<file path="config.mk">
export PLATFORM = sky130hd
export DESIGN_NAME = result_display_seq
export DESIGN_NICKNAME = d
export VERILOG_FILES = /design/src/rtl/result_display_seq.sv
export SDC_FILE = /design/constraint.sdc
export NUM_CORES = 1
export LEC_CHECK = 0
export ABC_CLOCK_PERIOD_IN_PS = 9000
export CAP_MARGIN = 20
export CORE_MARGIN = 2
export CORE_UTILIZATION = 30
export CTS_BUF_LIST = sky130_fd_sc_hd__clkbuf_8
export DETAILED_ROUTE_END_ITERATION = 16
export GPL_TIMING_DRIVEN = 0
export PLACE_DENSITY_LB_ADDON = 0.05
export SYNTH_ARGS = -nofsm -noshare
export SYNTH_HDL_FRONTEND = slang
export SYNTH_SLANG_ARGS = --single-unit
</file>
<file path="constraint.sdc">
create_clock -name clk -period 9 [get_ports clk]
set_input_delay 1.8 -clock clk [delete_from_list [all_inputs] [get_ports clk]]
set_output_delay 1.8 -clock clk [all_outputs]
set_load 0.02 [all_outputs]
</file>
<file path="src/rtl/result_display_seq.sv">
// Sequenced single-digit display for the regression results: snapshots intercept,
// slope and det on result_valid and plays them as a looping slideshow on one 7-seg digit.
module result_display_seq #(
    parameter int unsigned RESULT_WIDTH = 14,
    parameter int unsigned DWELL_CYCLES = 5000000,
    parameter int unsigned GAP_CYCLES   = 500000
) (
    input  logic                           clk,
    input  logic                           rst,
    input  logic                           result_valid,
    input  logic signed [RESULT_WIDTH-1:0] intercept,
    input  logic signed [RESULT_WIDTH-1:0] slope,
    input  logic signed [RESULT_WIDTH-1:0] det,
    input  logic                           error_det,
    input  logic                           error_values,
    output logic [6:0]                     seg,
    output logic                           dp,
    output logic                           busy,
    output logic [1:0]                     field_idx,
    output logic                           frame_done
);

    localparam int unsigned CntMax = (DWELL_CYCLES > GAP_CYCLES) ? DWELL_CYCLES : GAP_CYCLES;
    localparam int unsigned CntW   = $clog2(CntMax + 1);

    localparam logic [CntW-1:0]         DwellLast = CntW'(DWELL_CYCLES - 1);
    localparam logic [CntW-1:0]         GapLast   = CntW'(GAP_CYCLES - 1);
    localparam logic [CntW-1:0]         CntOne    = CntW'(1);
    localparam logic [RESULT_WIDTH:0]   Lim99     = (RESULT_WIDTH + 1)'(99);

    localparam logic [6:0] SegB     = 7'h7C;
    localparam logic [6:0] SegL     = 7'h38;
    localparam logic [6:0] SegD     = 7'h5E;
    localparam logic [6:0] SegMinus = 7'h40;
    localparam logic [6:0] SegE     = 7'h79;
    localparam logic [6:0] SegOne   = 7'h06;
    localparam logic [6:0] SegTwo   = 7'h5B;

    typedef enum logic [1:0] {StIdle, StShow, StGap, StErr} state_e;

    state_e                          state_q, state_d;
    logic [CntW-1:0]                 cnt_q, cnt_d;
    logic [3:0]                      idx_q, idx_d;
    logic signed [RESULT_WIDTH-1:0]  icpt_q, icpt_d;
    logic signed [RESULT_WIDTH-1:0]  slope_q, slope_d;
    logic signed [RESULT_WIDTH-1:0]  det_q, det_d;
    logic                            edet_q, edet_d;
    logic                            frame_d;

    logic [6:0]                      seg_q, seg_d;
    logic                            dp_q, dp_d;
    logic                            busy_q, busy_d;
    logic [1:0]                      field_q, field_d;
    logic                            frame_q;

    // Symbol decode scratch.
    logic [1:0]                      field_c, pos_c;
    logic                            banner_c;
    logic signed [RESULT_WIDTH-1:0]  val_c;
    logic signed [RESULT_WIDTH:0]    val_ext;
    logic [RESULT_WIDTH:0]           mag_c;
    logic [6:0]                      mag7;
    logic                            big_c;
    logic [3:0]                      tens_c, ones_c;
    logic [6:0]                      sym_c;
    logic                            sym_dp_c;

    function automatic logic [6:0] digit_seg(input logic [3:0] d);
        logic [6:0] s;
        unique case (d)
            4'd0:    s = 7'h3F;
            4'd1:    s = 7'h06;
            4'd2:    s = 7'h5B;
            4'd3:    s = 7'h4F;
            4'd4:    s = 7'h66;
            4'd5:    s = 7'h6D;
            4'd6:    s = 7'h7D;
            4'd7:    s = 7'h07;
            4'd8:    s = 7'h7F;
            4'd9:    s = 7'h6F;
            default: s = 7'h00;
        endcase
        return s;
    endfunction

    // State, counters, snapshot and registered outputs.
    always_ff @(posedge clk or posedge rst) begin
        if (rst) begin
            state_q <= StIdle;
            cnt_q   <= '0;
            idx_q   <= '0;
            icpt_q  <= '0;
            slope_q <= '0;
            det_q   <= '0;
            edet_q  <= 1'b0;
            seg_q   <= '0;
            dp_q    <= 1'b0;
            busy_q  <= 1'b0;
            field_q <= '0;
            frame_q <= 1'b0;
        end else begin
            state_q <= state_d;
            cnt_q   <= cnt_d;
            idx_q   <= idx_d;
            icpt_q  <= icpt_d;
            slope_q <= slope_d;
            det_q   <= det_d;
            edet_q  <= edet_d;
            seg_q   <= seg_d;
            dp_q    <= dp_d;
            busy_q  <= busy_d;
            field_q <= field_d;
            frame_q <= frame_d;
        end
    end

    // Next state: ERR is sticky, error_values beats capture, capture beats dwell/gap stepping.
    always_comb begin
        state_d = state_q;
        cnt_d   = cnt_q;
        idx_d   = idx_q;
        icpt_d  = icpt_q;
        slope_d = slope_q;
        det_d   = det_q;
        edet_d  = edet_q;
        frame_d = 1'b0;
        if (state_q == StErr) begin
            // idx bit 0 alternates between the 'E' and '2' phases.
            if (cnt_q == DwellLast) begin
                cnt_d = '0;
                idx_d = {3'b000, ~idx_q[0]};
            end else begin
                cnt_d = cnt_q + CntOne;
            end
        end else if (error_values) begin
            state_d = StErr;
            cnt_d   = '0;
            idx_d   = '0;
        end else if (result_valid) begin
            icpt_d  = intercept;
            slope_d = slope;
            det_d   = det;
            edet_d  = error_det;
            state_d = StShow;
            cnt_d   = '0;
            idx_d   = '0;
        end else begin
            unique case (state_q)
                StShow: begin
                    if (cnt_q == DwellLast) begin
                        state_d = StGap;
                        cnt_d   = '0;
                    end else begin
                        cnt_d = cnt_q + CntOne;
                    end
                end
                StGap: begin
                    if (cnt_q == GapLast) begin
                        state_d = StShow;
                        cnt_d   = '0;
                        if (idx_q == (edet_q ? 4'd5 : 4'd11)) begin
                            idx_d   = '0;
                            frame_d = 1'b1;
                        end else begin
                            idx_d = idx_q + 4'd1;
                        end
                    end else begin
                        cnt_d = cnt_q + CntOne;
                    end
                end
                default: ;
            endcase
        end
    end

    // Outputs decoded from next-state values so the first symbol lands right after capture.
    always_comb begin
        banner_c = 1'b0;
        if (edet_d) begin
            if (idx_d < 4'd2) begin
                banner_c = 1'b1;
                field_c  = 2'd3;
                pos_c    = idx_d[1:0];
            end else begin
                field_c = 2'd2;
                pos_c   = 2'(idx_d - 4'd2);
            end
        end else begin
            field_c = idx_d[3:2];
            pos_c   = idx_d[1:0];
        end

        unique case (field_c)
            2'd0:    val_c = icpt_d;
            2'd1:    val_c = slope_d;
            default: val_c = det_d;
        endcase

        // One extra bit so the most negative value has a representable magnitude.
        val_ext = {val_c[RESULT_WIDTH-1], val_c};
        mag_c   = val_c[RESULT_WIDTH-1] ? $unsigned(-val_ext) : $unsigned(val_ext);
        big_c   = mag_c > Lim99;
        mag7    = mag_c[6:0];
        tens_c  = big_c ? 4'd9 : 4'(mag7 / 7'd10);
        ones_c  = big_c ? 4'd9 : 4'(mag7 % 7'd10);

        if (banner_c) begin
            sym_c = pos_c[0] ? SegOne : SegE;
        end else begin
            unique case (pos_c)
                2'd0:    sym_c = (field_c == 2'd0) ? SegB : (field_c == 2'd1) ? SegL : SegD;
                2'd1:    sym_c = val_c[RESULT_WIDTH-1] ? SegMinus : 7'h00;
                2'd2:    sym_c = digit_seg(tens_c);
                default: sym_c = digit_seg(ones_c);
            endcase
        end
        sym_dp_c = !banner_c && pos_c[1] && big_c;

        seg_d   = '0;
        dp_d    = 1'b0;
        busy_d  = 1'b1;
        field_d = field_c;
        unique case (state_d)
            StShow: begin
                seg_d = sym_c;
                dp_d  = sym_dp_c;
            end
            StGap: ;
            StErr: begin
                seg_d   = idx_d[0] ? SegTwo : SegE;
                field_d = 2'd3;
            end
            default: begin
                busy_d  = 1'b0;
                field_d = 2'd0;
            end
        endcase
    end

    assign seg        = seg_q;
    assign dp         = dp_q;
    assign busy       = busy_q;
    assign field_idx  = field_q;
    assign frame_done = frame_q;

endmodule

</file>
# After elaboration in Yosys (flattened, before gate mapping)
# Memories as Yosys holds them, arrays and structs flattened.
# Cells that the tools add are included.
# word_totals
mem_bits_ro	224
memories	2
in_bits	47
out_inout_bits	12
ff_bits	84
# mem_list
name	words	width	read_ports	rd_clocked_by_memory_dff	write_ports	line	rtl
(no name shown)	16	7	1	0	0	70	unique case (d)
(no name shown)	16	7	1	0	0	70	
# classes
eq_ne	12
reduce_logical	8
magnitude_cmp	2
n_bitwise	1
n_addsub	4
div_mod_pow	2
muxes	59
# op_table
operator	count
$mux 14	9
$mux 23	5
$pmux 23 s2	1
$mux 4	10
$mux 7	5
$pmux 14 s2	1
$add 23x1->23 const B	1
$eq 23x19->1 const B	1
$eq 23x23->1 const B	1
$pmux 7 s3	1
$mux 2	8
$gt 15x7->1 const B	1
$mux 15	1
$neg 14->15	1
$mux 1	14
$pmux 7 s2	1
$eq 2x2->1 const B	5
$eq 2x1->1 const B	4
$pmux 2 s2	2
$div 7x4->7 const B	1
$mod 7x4->7 const B	1
$mux 6	1
$reduce_bool 5->1	1
$add 4x1->4 const B	1
9 further kinds	11

# Logic depth before layout (Yosys ltp)
# An unclocked memory read counts as a cell.
# depth
word_depth	21
ltp_mapped	40
ltp_nobuf	38

# Worst setup path after synthesis
# Ideal clock, no wire load.
# synth_path
path_kind	input to register
startpoint	input port error_values
endpoint	register seg_q[5] (netlist: seg[5])
arrival_ps	10042
path_stages	34
t_required_ps	8865
path_buffers	1
slack_ps	-1177
path_cell_list	nor3b_1 clkbuf_1 mux2_2 or3_1 a31oi_2 ha_1 inv_1 a311oi_2 a21oi_2 xnor2_4 inv_2 ha_1 or4_1 mux2i_1 o31ai_2 o21ai_0 o31ai_1 ha_1 a31oi_1 o21ai_1 a221o_1 nor2_2 xnor2_1 ha_1 or4_4 o2111ai_4 or3_1 inv_1 ha_1 or3_1 a21boi_0 o221ai_1 o211ai_1 o211ai_1
# synth_between
elab_cells_between_ends	44
classes_between	add/sub: 2; div: 2; order compare: 2; eq/ne: 5; mux: 29; reduce/logical: 2; memory: 2
# synth_rtl
element	line	rtl
start: declaration	15	input logic error_values,
$mux 14 *	135	end else if (error_values) begin
$mux 14 *	127	if (state_q == StErr) begin
net icpt_d[0]	44	logic signed [RESULT_WIDTH-1:0] icpt_q, icpt_d;
$pmux 14 s2 *	193	unique case (field_c)
$neg 14->15	201	mag_c = val_c[RESULT_WIDTH-1] ? $unsigned(-val_ext) : $unsigned(val_ext);
$mux 15 *	201	
$mod 7x4->7 (tied with other cells)	205	ones_c = big_c ? 4'd9 : 4'(mag7 % 7'd10);
$mux 4 (on tied branches)	205, 204	
$mem_v2 16x7	n/a	
$pmux 7 s3 *	210	unique case (pos_c)
$mux 7 *	207	if (banner_c) begin
$pmux 7 s2 *	223	unique case (state_d)
net seg_d[5]	50	logic [6:0] seg_q, seg_d;
end signal: assignment	109	seg_q <= seg_d;
end: declaration	50	
# The timed path passes the listed nets; every way through them passes the cells marked *.
# A chain may end at the register's enable or synchronous reset.

# Final worst setup path
# layout_path
startpoint	input port result_valid
endpoint	register seg_q[3] (netlist: seg[3])
# layout_between
elab_cells_between_ends	48
classes_between	add/sub: 2; div: 2; order compare: 2; eq/ne: 5; mux: 33; reduce/logical: 2; memory: 2
# layout_rtl
element	line	rtl
start: declaration	10	input logic result_valid,
$mux 14 *	139	end else if (result_valid) begin
$mux 14 *	135	
$mux 14 *	127	
net icpt_d[1]	44	
$pmux 14 s2 *	193	
$neg 14->15	201	
$mux 15 *	201	
$mod 7x4->7 (tied with other cells)	205	
$mux 4 (on tied branches)	205, 204	
$mem_v2 16x7	n/a	
$pmux 7 s3 *	210	
$mux 7 *	207	
$pmux 7 s2 *	223	
net seg_d[3]	50	
# Marks and branches as above.

==> out/metrics.csv <==
stage,metric,value,unit
synth,yosysSeqAreaShare,0.3485,
global_routing,grt_pass1_vias,5570,
critical_path,startpoint_type,primary input,
floorplanning,rows,51,
run_status,status,"complete, no violations",
floorplanning,io_pins,59,
critical_path,critical_path_class,in -> reg,
route,via_per_inst,5.338,
clock_tree,cts.clk_slew.worst_paths,0.08,ns
critical_path,rr_startpoint,cnt_q[6],
critical_path,worstRegToRegCells,36,
synth,syn-cell-area,0.006031,mm^2
sta,setup_viol,0,
critical_path,required,9.24,ns
clock_tree,cts_made_buffers,9,
finish,diodes,0,
finish,nets,832,
sta,finalHoldViolations,0,
finish,areaGrowthSynthToFinish,31.99,%
synth,ys.flop_type,dfrtp_1,
synth,yosys_warnings,0,
sta,tns,0,ns
critical_path,cp-startpoint,result_valid,
critical_path,crit_slowest_cell,or4_4,
sta,finalCritPeriodShare,0.9788,
critical_path,r2r_slack,0.25,ns
synth,synth_cell_types,84,
synth,synth-edff-count,0,
synth,synthArstFlopShare,1.000,
clock_tree,h-tree-depth,3,
worst_hold_path,hp-class,reg -> reg,
synth,post_synth.cell_area_avg,9.264,um^2
global_routing,grt_pass1_wl,29.21,mm
sta,fin_skew,0.01960,ns
route,drt_iter0_drc,300,
clock_tree,clock-sinks,84,
sta,rsz0062_at_grt,yes,
route,drc_errors,0,
worst_hold_path,min_from,det_q[5],
clock_tree,clock_latency,0.38,ns
route,first_pass_iters,5,
sta,drv_slew,0,
place,dp_hpwl,13.45,mm
clock_tree,holdBufCountCts,0,
critical_path,crit_path_end,seg[3],
synth,ys_ff_latch,84,
sta,worst_pin_slew,0.7483,ns
global_routing,gr-usage-all-layers,0.1687,
clock_tree,cts_tree,built,
place,routabilityCongestion,0.8548,
route,ant_nets,0,
critical_path,crit_arrival,9.05,ns
critical_path,critPathCaptureType,flop,
critical_path,rr_endpoint,seg[3],
floorplanning,die_y,145.8,um
global_routing,antenna_found_initial,0,
floorplanning,initial_core_util,0.3078,
finish,drive_above_1_share,0.2627,
floorplanning,die_w,145.8,um
place,numPortBuffers,58,
synth,syn_nets,723,
clock_tree,cts_buffer_depth,2,
sta,period_needed,8.809,ns
critical_path,worst-path-max-fanout,7,
route,wirelength,17.81,mm
critical_path,max_stage_delay,0.55,ns
clock_tree,cts_root_buf,clkbuf_8,
global_routing,gr-total-overflow,0,
route,via_count,5498,
global_routing,grt_max_degree,53,
floorplanning,die_area,0.02125,mm^2
synth,syn_inst,651,
route,avgRoutedWirePerCell,17.29,um
finish,final_util,0.4063,
sta,clock.fmax,0.1135,GHz
sta,slew_headroom,0.4982,
finish,fill_cells,1985,
floorplanning,core_area,0.01959,mm^2
flow_run,maxCapViolCount,0,
[critical path, delay by kind of cell]
family	cells	cell delay [ns]
AOI/OAI and AO/OA	13	2.45
and+or+nand+nor	7	1.95
adders and majority gates	5	1.07
muxes	3	0.74
buffers and inverters	6	0.64
xor gates and xnor gates	2	0.36
[worst min path at each step]
stage,slack [ns],to,depth (start not counted)
after floorplan,0.45,det_q[0],2
after global placement,0.48,icpt_q[5],1
after detailed placement,0.48,det_q[5],1
after CTS,0.50,det_q[5],1
after global routing,0.52,slope_q[12],1
final,0.49,det_q[5],1
[synthesized netlist by cell type (4+ instances only)]
library cell	count	area (um^2)
nand2b_1	5	31.28
nor2b_1	4	25.02
nor3_1	16	80.08
o31a_1	7	61.31
nor2_1	51	191.4
o211ai_1	12	90.09
clkbuf_1	21	78.83
inv_1	25	93.84
nor4b_1	6	52.55
and3_1	9	56.30
or3_1	12	75.07
a31oi_1	13	81.33
nor4_1	7	43.79
o21a_1	4	30.03
xor2_1	13	113.9
nand2_1	44	165.2
dfrtp_1	84	2102
a21oi_1	32	160.2
mux2_2	43	484.2
xnor2_1	12	105.1
buf_4	5	37.54
mux2i_1	7	70.07
a21boi_0	7	52.55
o21ai_0	36	180.2
a21o_1	12	90.09
a211oi_1	7	52.55
nand4_1	13	81.33
nand3_1	16	80.08
or4_1	8	60.06
ha_1	25	312.8
o31ai_1	8	60.06
a31o_2	4	35.03
[registers in the layout, indices dropped and copies added, names as in the netlist]
| signal | count |
|---|---|
| field_idx | 2 |
| idx_q | 4 |
| seg | 7 |
| busy | 1 |
| state_q | 2 |
| cnt_q | 23 |
| slope_q | 14 |
| det_q | 14 |
| dp | 1 |
| edet_q | 1 |
| frame_done | 1 |
| icpt_q | 14 |
[metrics by stage]
| stage | worst slack, ns | instances | area (um^2) | hold WS (ns) |
|---|---|---|---|---|
| after floorplan | -0.09500 | 651 | 6232 | 0.4461 |
| after global placement | -2.042 | 974 | 7144 | 0.4758 |
| after detailed placement | -2.132 | 975 | 7174 | 0.4811 |
| after CTS | 0.01149 | 1010 | 7631 | 0.4986 |
| after global routing | -0.06979 | 1030 | 7960 | 0.5175 |
| final | 0.1906 | 1030 | 7960 | 0.4919 |
[metal layers]
metal  global-route usage  wire (um)
met5                    0          0
met4              0.04510        218
met3              0.02257        448
met2               0.2795       8549
met1               0.2314       8596
[cell families (layout without fill, tap and decap cells)]
kind of cell,Yosys count,in the layout,share of synthesized area
buffers and inverters,53,167,0.03735
xor gates and xnor gates,26,26,0.04087
muxes,51,51,0.09419
adders and majority gates,25,25,0.05187
AOI/OAI and AO/OA,193,193,0.2284
and+or+nand+nor,219,219,0.1988
DFF,84,84,0.3485
[cell usage in the layout (no fill, tap or decap), types with 5 or more instances in the layout]
cell type and instances:
or4_1 5, a211oi_1 6, inv_1 19, clkdlybuf4s50_1 56, o21ai_0 33, buf_4 45, a21boi_1 5, o31ai_1 6
clkbuf_1 11, nand4_1 13, a31oi_1 8, mux2_2 41, nor4_1 7, o211ai_1 12, or3_4 8, dfrtp_1 84
xor2_1 12, mux2i_1 5, clkbuf_8 11, nor4b_1 5, a21o_1 12, nand3_1 16, nor3_1 14, a21oi_1 32
ha_1 18, xnor2_1 10, nor2_1 50, or3_1 7, nand2_1 43, o31a_1 7, a31oi_4 5, and3_1 8
[repair_timing]
item	in CTS	in global routing
setup buffers	20	22
resized for setup	35	43
endpoints found under the setup margin	7	7
pin swaps	17	29
[final cells by class]
cell class	count	area, um^2	area share
buffer	24	165.2	0.02075
clock buffer	10	137.6	0.01729
clock inverter	6	40.04	0.005030
inverter	26	110.1	0.01383
multi-input combinational	514	4139	0.5200
sequential	84	2102	0.2641
tap	265	331.6	0.04165
timing repair buffer	101	934.6	0.1174
Power is left out: the tool's default activity adds up to more than one toggle a clock period on the data nets, which glitch-free logic cannot reach.
